--- config.mk ---
export PLATFORM = sky130hd
export DESIGN_NAME = battleship_turn_ctrl
export DESIGN_NICKNAME = d
export VERILOG_FILES = /design/src/rtl/battleship_turn_ctrl.sv
export SDC_FILE = /design/constraint.sdc
export NUM_CORES = 1
export LEC_CHECK = 0
export ABC_AREA = 1
export ABC_CLOCK_PERIOD_IN_PS = 1900
export CAP_MARGIN = 20
export CORE_ASPECT_RATIO = 1.4
export CORE_UTILIZATION = 44
export DETAILED_ROUTE_END_ITERATION = 8
export GPL_TIMING_DRIVEN = 0
export HOLD_SLACK_MARGIN = 0.12
export PLACE_DENSITY = 0.82
export SLEW_MARGIN = 20
export SYNTH_ARGS = -nofsm -noshare
export SYNTH_HDL_FRONTEND = slang
export SYNTH_SLANG_ARGS = --single-unit
--- constraint.sdc ---
create_clock -name clk -period 1.9 [get_ports clk]
set_input_delay 0.285 -clock clk [delete_from_list [all_inputs] [get_ports clk]]
set_output_delay 0.285 -clock clk [all_outputs]
set_load 0.02 [all_outputs]
--- src/rtl/battleship_turn_ctrl.sv ---
// battleship_turn_ctrl
//   Turn scheduler and shot arbiter for the NxN Battleship game. It holds both
//   fleet boards and alternates turns between the player and the CPU. Each turn
//   accepts one shot through a valid/ready handshake. A hit clears the ship cell
//   and decrements that fleet's remaining-cell count. When a fleet reaches zero
//   the game moves to OVER and reports the winner.
//
//   Optional feature: define TURN_TIMEOUT_EN to make a side forfeit its turn
//   after TURN_CYCLES cycles without a shot.
//
// Ports
//   clk, rst                  clock, asynchronous active-high reset
//   start                     begin game (accepted in IDLE / OVER only)
//   p_board_in, c_board_in    fleets, bit r*N+c = ship at (r,c); latched on start
//   p_valid/p_row/p_col       player shot at the CPU board
//   p_ready                   player shot may be accepted this cycle
//   c_valid/c_row/c_col       CPU shot at the player board
//   c_ready                   CPU shot may be accepted this cycle
//   turn                      0 = player, 1 = CPU
//   shot_done                 one-cycle pulse: a shot was applied or forfeited
//   shot_hit, forfeit         qualifiers of shot_done
//   player_left, cpu_left     remaining ship cells per fleet
//   game_over, winner         game finished / winning side (0 = player)
//   state                     FSM encoding for debug
module battleship_turn_ctrl #(
  parameter int N           = 5,
  parameter int TURN_CYCLES = 16
) (
  input  logic             clk,
  input  logic             rst,
  input  logic             start,
  input  logic [N*N-1:0]   p_board_in,
  input  logic [N*N-1:0]   c_board_in,
  input  logic             p_valid,
  input  logic [2:0]       p_row,
  input  logic [2:0]       p_col,
  output logic             p_ready,
  input  logic             c_valid,
  input  logic [2:0]       c_row,
  input  logic [2:0]       c_col,
  output logic             c_ready,
  output logic             turn,
  output logic             shot_done,
  output logic             shot_hit,
  output logic             forfeit,
  output logic [4:0]       player_left,
  output logic [4:0]       cpu_left,
  output logic             game_over,
  output logic             winner,
  output logic [2:0]       state
);

  localparam int IW = (N * N > 1) ? $clog2(N * N) : 1;

  typedef enum logic [2:0] {
    IDLE   = 3'd0,
    P_TURN = 3'd1,
    C_TURN = 3'd2,
    SWITCH = 3'd3,
    OVER   = 3'd4
  } state_t;

  state_t st_q, st_d;

  logic [N*N-1:0] p_board_q, c_board_q;
  logic [4:0]     p_pop, c_pop;
  logic [IW-1:0]  p_idx, c_idx;
  logic           p_in_range, c_in_range;
  logic           p_hit, c_hit;
  logic           load, apply_p, apply_c, expire, tmo_last;

  function automatic logic [4:0] popcount(input logic [N*N-1:0] b);
    logic [4:0] sum;
    sum = '0;
    for (int unsigned i = 0; i < N * N; i++) sum = sum + 5'(b[i]);
    return sum;
  endfunction

  function automatic logic [IW-1:0] cell_idx(input logic [2:0] r, input logic [2:0] c);
    return IW'(r) * IW'(N) + IW'(c);
  endfunction

  assign p_pop = popcount(p_board_in);
  assign c_pop = popcount(c_board_in);

  // Coordinates outside the board count as a miss; the index is only used
  // when both coordinates are in range.
  assign p_in_range = (32'(p_row) < N) && (32'(p_col) < N);
  assign c_in_range = (32'(c_row) < N) && (32'(c_col) < N);
  assign p_idx      = cell_idx(p_row, p_col);
  assign c_idx      = cell_idx(c_row, c_col);
  assign p_hit      = p_in_range && c_board_q[p_idx];
  assign c_hit      = c_in_range && p_board_q[c_idx];

`ifdef TURN_TIMEOUT_EN
  localparam int TW = $clog2(TURN_CYCLES) + 1;
  logic [TW-1:0] tcnt;

  // Every turn state is entered from a non-turn state, so clearing outside
  // the turn states is equivalent to clearing on entry.
  always_ff @(posedge clk or posedge rst) begin
    if (rst) begin
      tcnt <= '0;
    end else if (st_q == P_TURN || st_q == C_TURN) begin
      tcnt <= tcnt + 1'b1;
    end else begin
      tcnt <= '0;
    end
  end

  assign tmo_last = (tcnt == TW'(TURN_CYCLES - 1));
`else
  assign tmo_last = 1'b0;
`endif

  always_ff @(posedge clk or posedge rst) begin
    if (rst) st_q <= IDLE;
    else     st_q <= st_d;
  end

  always_comb begin
    st_d    = st_q;
    p_ready = 1'b0;
    c_ready = 1'b0;
    load    = 1'b0;
    apply_p = 1'b0;
    apply_c = 1'b0;
    expire  = 1'b0;
    unique case (st_q)
      IDLE, OVER: begin
        if (start) begin
          load = 1'b1;
          st_d = (p_pop == '0 || c_pop == '0) ? OVER : P_TURN;
        end
      end
      P_TURN: begin
        p_ready = 1'b1;
        if (p_valid) begin
          apply_p = 1'b1;
          st_d    = SWITCH;
        end else if (tmo_last) begin
          expire = 1'b1;
          st_d   = SWITCH;
        end
      end
      C_TURN: begin
        c_ready = 1'b1;
        if (c_valid) begin
          apply_c = 1'b1;
          st_d    = SWITCH;
        end else if (tmo_last) begin
          expire = 1'b1;
          st_d   = SWITCH;
        end
      end
      SWITCH: begin
        // turn still names the side that just shot
        if (turn ? (player_left == '0) : (cpu_left == '0)) st_d = OVER;
        else st_d = turn ? P_TURN : C_TURN;
      end
      default: st_d = IDLE;
    endcase
  end

  always_ff @(posedge clk or posedge rst) begin
    if (rst) begin
      p_board_q   <= '0;
      c_board_q   <= '0;
      player_left <= '0;
      cpu_left    <= '0;
      turn        <= 1'b0;
      winner      <= 1'b0;
      shot_done   <= 1'b0;
      shot_hit    <= 1'b0;
    end else begin
      shot_done <= apply_p | apply_c | expire;
      shot_hit  <= (apply_p & p_hit) | (apply_c & c_hit);
      if (load) begin
        p_board_q   <= p_board_in;
        c_board_q   <= c_board_in;
        player_left <= p_pop;
        cpu_left    <= c_pop;
        turn        <= 1'b0;
        // An empty player fleet loses unless both are empty (tie -> player).
        winner      <= (p_pop == '0) && (c_pop != '0);
      end
      if (apply_p && p_hit) begin
        c_board_q[p_idx] <= 1'b0;
        cpu_left         <= cpu_left - 1'b1;
      end
      if (apply_c && c_hit) begin
        p_board_q[c_idx] <= 1'b0;
        player_left      <= player_left - 1'b1;
      end
      if (st_q == SWITCH) begin
        if (st_d == OVER) winner <= turn;
        else              turn   <= ~turn;
      end
    end
  end

`ifdef TURN_TIMEOUT_EN
  always_ff @(posedge clk or posedge rst) begin
    if (rst) forfeit <= 1'b0;
    else     forfeit <= expire;
  end
`else
  assign forfeit = 1'b0;
`endif

  assign game_over = (st_q == OVER);
  assign state     = st_q;

endmodule

== Word-level counts from Yosys, hierarchy flattened ==
Index checks and enable logic that the tools add are counted.
W data, S select, Z words.

* Register bits: 67
* Input bits: 67
* Output and inout bits: 21

* $add $sub $neg: 52
* $mul: 2
* $lt $le $gt $ge: 8
* Equality and inequality tests: 5
* Mux-type cells: 38
* Bitwise operators: 9
* Reductions and logical operators: 19

{| class="wikitable"
|+ Operators with widths
! operator !! count
|-
| $add A5 B1 Y5 || 40
|-
| $mux W25 || 4
|-
| $and A25 B25 Y25 || 2
|-
| $not A25 Y25 || 2
|-
| $logic_not A5 Y1 || 4
|-
| $mux W5 || 4
|-
| $mux W1 || 19
|-
| $mux W3 || 5
|-
| $lt A3 B3 Y1 const B || 4
|-
| $lt A5 B6 Y1 const B || 2
|-
| $pmux W3 S4 || 1
|-
| $add A4 B1 Y5 || 2
|-
| $add A5 B3 Y5 || 2
|-
| $bmux W1 S5 || 2
|-
| $demux W1 S5 || 2
|-
| $ge A5 B1 Y1 const B || 2
|-
| $mul A3 B3 Y5 const B || 2
|-
| $sub A5 B1 Y5 const B || 2
|-
| $logic_and A1 B1 Y1 || 9
|-
| $add A3 B1 Y4 || 2
|-
| $add A2 B1 Y3 || 2
|-
| $eq A3 B2 Y1 const B || 2
|-
| $eq A3 B3 Y1 const B || 2
|-
| $reduce_bool A5 Y1 || 1
|-
| 10 further kinds || 14
|}

== Logic depth before layout (Yosys ltp) ==
Gate-level depths: netlist of the first run.

* Word-level depth: 32
* Depth in mapped cells: 18

== Worst setup path before layout of the first run ==
OpenSTA, ideal clock, no wires.

* Kind: input port to flip-flop
* From: input port c_board_in[0]
* To: register turn
* Library setup time: 127 ps
* Arrival time: 4269 ps
* Data required time: 1773 ps
* Slack: -2496 ps
* Stages on the path: 16
* Buffers on the path: 0
* Cell sequence: inv_1 > fa_1 > fa_1 > fa_1 > fa_1 > fa_1 > inv_1 > fa_1 > fa_1 > xor2_1 > nor3_1 > nand3_1 > nand3_1 > nand2_1 > nand3_1 > a21oi_1

* Longest elaborated chain between the ends: 32

{| class="wikitable"
|+ Ends and longest elaborated chain
! element !! RTL line !! source
|-
| start: declaration || 33 || <nowiki>input logic [N*N-1:0] c_board_in,</nowiki>
|-
| $add A1 B1 Y2 || 75 || <nowiki>for (int unsigned i = 0; i < N * N; i++) sum = sum + 5'(b[i]);</nowiki>
|-
| $add A2 B1 Y3 || 75 ||
|-
| $add A3 B1 Y4 || 75 ||
|-
| $add A4 B1 Y5 || 75 ||
|-
| $add A5 B1 Y5 (20 in a row) || 75 ||
|-
| $logic_not A5 Y1 || 133 || <nowiki>st_d = (p_pop == '0 || c_pop == '0) ? OVER : P_TURN;</nowiki>
|-
| $logic_or A1 B1 Y1 || 133 ||
|-
| $mux W3 || 133 ||
|-
| $mux W3 || 131 || <nowiki>if (start) begin</nowiki>
|-
| $pmux W3 S4 || 129 || <nowiki>unique case (st_q)</nowiki>
|-
| $eq A3 B3 Y1 || 196 || <nowiki>if (st_d == OVER) winner <= turn;</nowiki>
|-
| $mux W1 || 196 ||
|-
| $mux W1 || 195 || <nowiki>if (st_q == SWITCH) begin</nowiki>
|-
| end signal: assignment || 197 || <nowiki>else turn <= ~turn;</nowiki>
|-
| end: declaration || 42 || <nowiki>output logic turn,</nowiki>
|}

Every way passes these cells.
A chain may end at the register's enable or synchronous reset.

== Final worst setup path of the first run ==
* From: input port c_board_in[13]
* To: register turn

* Longest elaborated chain between the ends: 20

{| class="wikitable"
|+ Ends and longest elaborated chain
! element !! RTL line
|-
| $add A5 B1 Y5 (12 in a row) || 75
|-
| $logic_not A5 Y1 || 133
|-
| $logic_or A1 B1 Y1 || 133
|-
| $mux W3 || 133
|-
| $mux W3 || 131
|-
| $pmux W3 S4 || 129
|-
| $eq A3 B3 Y1 || 196
|-
| $mux W1 || 196
|-
| $mux W1 || 195
|}

Every way passes these cells.

==> metrics, run 1 <==
status=finished with violations; failing checks=negative setup slack; cell leakage power=3.99 nW; RSZ-0062 raised after global routing=true; slew margin rel.=58.5%; top-area cell type share of the netlist area=between 20% and 30%; Max-cap violations=0; setup ws final=-2.42 ns; Post-DRT Antenna Nets=0; TritonCTS clock tree=built; Setup TNS=-47.93 ns; syn_nets=903; Final period util=227%; DP Area=0.00715 mm²; initial antenna violation count=0; number of CTS-inserted buffers=9; vias in the first global route=just over 6000; routed len/inst=between 15 and 20 µm; flip-flop and latch area=between 0.0015 and 0.002 mm²; Root Driver=clkbuf_16; crit-path max FO=3; Layout fillers=965; Top Ports=88; layout cells sized above 1=33.9%; Ant. Diodes=0; hold buffers post-CTS=0; Worst EP arrival=about 4.5 ns; total number of vias=about 5900; R2R Path Start=state[0]$_DFF_PP0_; post-synth top area cell=dfrtp_1; Congestion Overflow GR=0; # rows=49; starting density of the core=approximately 45%; multi-input logic area=0.00393 mm²; drc violations=0; Num Clock Sinks=67; largest net degree at the start of global routing=33; commonest non-fill, non-tap cells in the layout=nand2_1 (144), nor2_1 (101), inv_1 (97), dfrtp_1 (67), buf_4 (64); nets=1082; die footprint=~0.014 mm²; clk_skew=0.00680 ns; drt pass-1 iters=5; Final min period=4.32 ns; design area=0.00847 mm²; Port Buffers=86; Syn-to-layout area delta=45.5%; Seq/Total Area, Yosys=28.8%; dpl hpwl=12.5 mm; Worst Setup SP=c_board_in[13]; Gate Count Post-Synth=770; crit start category=input port; Placer Congestion=between 0.9 and 1; largest cells by area after synthesis=dfrtp_1 (29%), fa_1 (13%), nand2_1 (10%); Final Setup Violations=65; Syn Area/Cell=7.56 µm²; pwr dens=1510 mW/mm²; final core occ=65.8%; register bit total from synthesis=67; CTS clk-pin slew, worst paths=roughly 0.05 ns; detail-routed via count per cell=5.37; Required @ worst endpoint=roughly 2.1 ns; Setup Crit Path Kind=input port to flip-flop; VDD IR-drop max=~1.2 mV; number of distinct library cells after synthesis=39; measured slew at the worst slew-check pin=0.623 ns; worst hold path type=input port to flip-flop; Worst-Skew Late Latency=~0.34 ns; first-pass GRT wire length=29.3 mm; Total GRT Usage=27.5%; die width=around 99 µm; Hold Fails Final Rpt=0; Mapped Area=0.00582 mm²; Critical Path End Type=flip-flop; Yosys warning count=0; Iteration-0 DRC Markers=280; Placeable Area=0.0129 mm²; commonest non-fill, non-tap cell in the layout=nand2_1; Die H=approximately 140 µm; Hold Startpoint=c_board_in[19]; clock buffer depth=2; final WL=18.5 mm; Final Max Slew Viols=0; CTS H-Tree Depth=3; f_max=between 200 and 250 MHz
state kept, by name, indices dropped and copies added (netlist names):
name         cells
c_board_q       25
cpu_left         5
p_board_q       25
state            3
shot_done        1
player_left      5
winner           1
turn             1
shot_hit         1
logic make-up after synthesis:
family          Yosys count  synth area share [%]
compound gates          128                  13.3
xor+xnor                 11                  1.91
fa+ha+maj                66                  19.1
buf+inv                 163                  11.8
flops                    67                  28.8
mux                       7                  1.20
other cells               1                0.0644
simple gates            327                  23.9
critical path: stages:
cell and delay (ns):
buf_6 0.07, inv_4 0.03, fa_2 0.61, fa_2 0.48
fa_1 0.60, fa_1 0.45, fa_1 0.51, inv_2 0.04
fa_2 0.35, fa_2 0.39, xor2_2 0.17, nor3_2 0.15
nand3_2 0.14, nand3_2 0.09, nand2_2 0.06, nand3_2 0.06
a21oi_2 0.05
path summary, 6_finish.rpt:
| path | endpoint | slack (ns) | cells past startpoint |
|---|---|---|---|
| setup / recovery | turn$_DFF_PP0_ | -2.42 | 17 |
| hold reg to reg | p_board_q[19]$_DFF_PP0_ | 0.56 | 2 |
| setup reg to reg | p_board_q[11]$_DFF_PP0_ | -0.28 | 8 |
| min in group asynchronous | p_board_q[18]$_DFF_PP0_ | 0.29 | 2 |
| max in group asynchronous | cpu_left[3]$_DFFE_PP0P_ | 1.10 | 3 |
| hold / removal | c_board_q[19]$_DFF_PP0_ | 0.22 | 3 |
stage by stage:
step | power, W | cells | hold slack [ns] | worst slack [ns]
finish | 0.0128 | 1107 | 0.221 | -2.42
global route | 0.0136 | 1107 | 0.226 | -2.52
CTS | 0.0122 | 1097 | 0.223 | -2.52
detailed placement | 0.00895 | 1011 | 0.544 | -3.29
global placement | 0.00873 | 1009 | 0.532 | -3.26
floorplan | 0.00718 | 770 | 0.413 | -2.34
metal layers:
metal  global-route usage, %  share of wire [%]
met4                    17.2                6.0
met2                    50.6                 54
met3                    4.80                6.2
met1                    28.3                 34
met5                       0                  0
report_power, final:
| group | leakage, nW | internal (W) | switching [W] |
|---|---|---|---|
| clock network | 0.165 | 0.00121 | 0.000649 |
| logic | 3.05 | 0.00374 | 0.00459 |
| registers | 0.769 | 0.00213 | 0.000477 |
| total | 3.99 | 0.00709 | 0.00571 |
what timing repair did:
item                       in CTS  in global routing
gates cloned                    3                  1
gates resized for setup       211                 49
buffers inserted               86                 18
pin swaps                      76                 45
setup endpoints to repair      68                 65
cell type report:
type / instances / share of cell area [%]
inverters: 137 / 6.62
clock buffers: 11 / 2.98
well taps: 153 / 2.26
flip-flops and latches: 67 / 19.8
clock inverters: 5 / 0.886
plain buffers: 24 / 2.10
repair buffers: 170 / 19.0
multi-input cells: 540 / 46.3
cells in the mapped netlist (all sizes together):
cell,instances
nand3,33
clkbuf,9
xnor2,7
dfrtp,67
o211ai,1
nand3b,2
a211oi,1
nor4,2
o21ai,61
a21oi,60
nor3,6
or2,2
ha,28
conb,1
o22ai,4
mux2i,7
nand4,9
xor2,4
fa,38
nand2,163
o21bai,1
buf,17
nor2,110
inv,137
Power figures use the tool's default switching activity.
==> run 2, diff against run 1 <==
- TNS_END_PERCENT: not set -> 20
==> metrics, run 2 (synthesized netlist as in run 1, its figures left out) <==
die width=99.2 µm; Max-cap violations=0; cell leakage power=3.80 nW; Placeable Area=roughly 0.013 mm²; CTS H-Tree Depth=3; layout cells sized above 1=27.0%; Layout fillers=roughly 1100; number of CTS-inserted buffers=9; status=finished with violations; RSZ-0062 raised after global routing=true; vias in the first global route=5704; Critical-path top delay cell=fa_2; CP dominant cell by count=fa_1; Worst-Skew Late Latency=0.34 ns; Clock power frac=13.2%; cell internal pwr=0.00624 W; commonest non-fill, non-tap cells in the layout=nand2_1 (150), nor2_1 (104), inv_1 (101), dfrtp_1 (67), o21ai_0 (48); sequential fraction of design power=22.2%; VDD IR-drop max=1.49 mV; Iteration-0 DRC Markers=around 360; top flop regs=c_board_q (25), p_board_q (25); Final min period=4.25 ns; Final Max Slew Viols=0; Syn-to-layout area delta=36.8%; measured slew at the worst slew-check pin=0.618 ns; slew margin rel.=58.8%; Cell Chain, Critical Path=buf_6, inv_2, fa_2, fa_1, fa_1, fa_1, fa_1, inv_1, fa_2, fa_2, xor2_2, nor3_2, nand3_2, nand3_2, nand2_2, nand3_2, a21oi_2; initial antenna violation count=0; Sw Ratio=46.2%; CP delay by family, top=adder cells; drc violations=0; Die H=about 140 µm; total number of vias=5647; final WL=16.7 mm; nets=between 1000 and 1500; failing checks=negative setup slack; dpl hpwl=~12 mm; f_max=235 MHz; first-pass GRT wire length=26.7 mm; Hold Fails Final Rpt=0; Critical Path End Type=flip-flop; setup ws final=-2.35 ns; Congestion Overflow GR=0; Root Driver=clkbuf_16; crit start category=input port; commonest non-fill, non-tap cell in the layout=nand2_1; Final Setup Violations=66; Ant. Diodes=0; Setup Crit Path Kind=input port to flip-flop; pwr dens=1450 mW/mm²; DP Area=a little over 0.007 mm²; drt pass-1 iters=4; clk_skew=around 0.0073 ns; Total GRT Usage=25.0%; routed len/inst=15.5 µm; detail-routed via count per cell=about 5.2; Placer Congestion=0.922; crit-path max FO=3; Post-DRT Antenna Nets=0; # rows=49; worst hold path type=input port to asynchronous set/reset pin; Required @ worst endpoint=2.11 ns; Final period util=224%; Comb pwr share=64.5%; die footprint=0.0137 mm²; design area=between 0.007 and 0.008 mm²; Psw=0.00535 W; Port Buffers=86; Top Ports=88; clock buffer depth=2; starting density of the core=between 40% and 50%; CTS clk-pin slew, worst paths=approximately 0.06 ns; Num Clock Sinks=67; TritonCTS clock tree=built; CP Buf/Inv Count=3; Worst EP arrival=4.46 ns; largest net degree at the start of global routing=56; Crit path largest cell delay=0.59 ns; Total Power=between 0.01 and 0.015 W
run 2: changes by cell type in the layout (fill, tap and decap cells not counted), moves of 6 or more:
cell,previous run,this run
a21oi_1,6,25
buf_4,64,45
a21oi_2,51,33
buf_12,10,3
nand2_2,16,9
nand2_1,144,150
run 2: power by group through the flow:
stage / Combinational (W) / Clock [W] / Sequential [W]
global route: 0.00825 / 0.00159 / 0.00265
floorplan: 0.00442 / 0 / 0.00265
finish: 0.00748 / 0.00153 / 0.00257
detailed placement: 0.00623 / 0 / 0.00258
CTS: 0.00684 / 0.00153 / 0.00256
global placement: 0.00604 / 0 / 0.00256
run 2: per-layer routing:
layer	vias to the layer above	share of wire (%)	track usage [%]
met1	2673	34	27.3
met3	52	6.6	3.89
met4	0	4.2	11.3
met5	-	0	0
met2	227	55	46.6
li1	2695	-	-
run 2: path summary, 6_finish.rpt:
path,depth (start not counted),slack (ns),start,end
setup / recovery,17,-2.35,c_board_in[3],turn$_DFF_PP0_
hold / removal,2,0.21,rst,p_board_q[23]$_DFF_PP0_
setup reg to reg,8,-0.28,state[1]$_DFF_PP0_,c_board_q[10]$_DFF_PP0_
hold reg to reg,2,0.56,p_board_q[17]$_DFF_PP0_,p_board_q[17]$_DFF_PP0_
max in group asynchronous,3,1.14,rst,player_left[2]$_DFFE_PP0P_
min in group clk,3,0.25,c_board_in[19],c_board_q[19]$_DFF_PP0_
run 2: timing repair:
action / CTS / global route
hold buffers: 0 / 0
pin swaps: 44 / 54
gates resized for setup: 158 / 68
cloned: 0 / 2
endpoints found under the hold margin: 0 / 0
buffers inserted: 49 / 19
endpoints found under the setup margin: 68 / 66
run 2: through the flow:
stage	worst slack, ns	std cells	utilization [%]	setup TNS (ns)	hold slack, ns
after CTS	-2.48	1075	60.3	-61.62	0.216
after detailed placement	-3.17	1010	54.7	-100.42	0.543
after global placement	-3.13	1009	54.4	-188.32	0.529
final	-2.35	1076	61.9	-49.16	0.212
after floorplan	-2.34	770	-	-51.25	0.413
after global routing	-2.47	1076	61.9	-55.90	0.227
run 2: final cells by class:
class | instances | area, µm² | share of cell area [%]
inverter | 137 | 559 | 7.02
clock buffer | 11 | 233 | 2.92
timing repair inverter | 1 | 8.76 | 0.110
clock inverter | 5 | 30.0 | 0.377
timing repair buffer | 136 | 1280 | 16.0
tap | 153 | 191 | 2.40
buffer | 26 | 201 | 2.53
sequential | 67 | 1680 | 21.0
multi-input combinational | 540 | 3790 | 47.6
==> run 3, diff against run 2 <==
- SLEW_MARGIN: 20 -> 15
==> results of run 3 <==
Same layout as run 2: the final DEF is identical, and so are final timing and power.
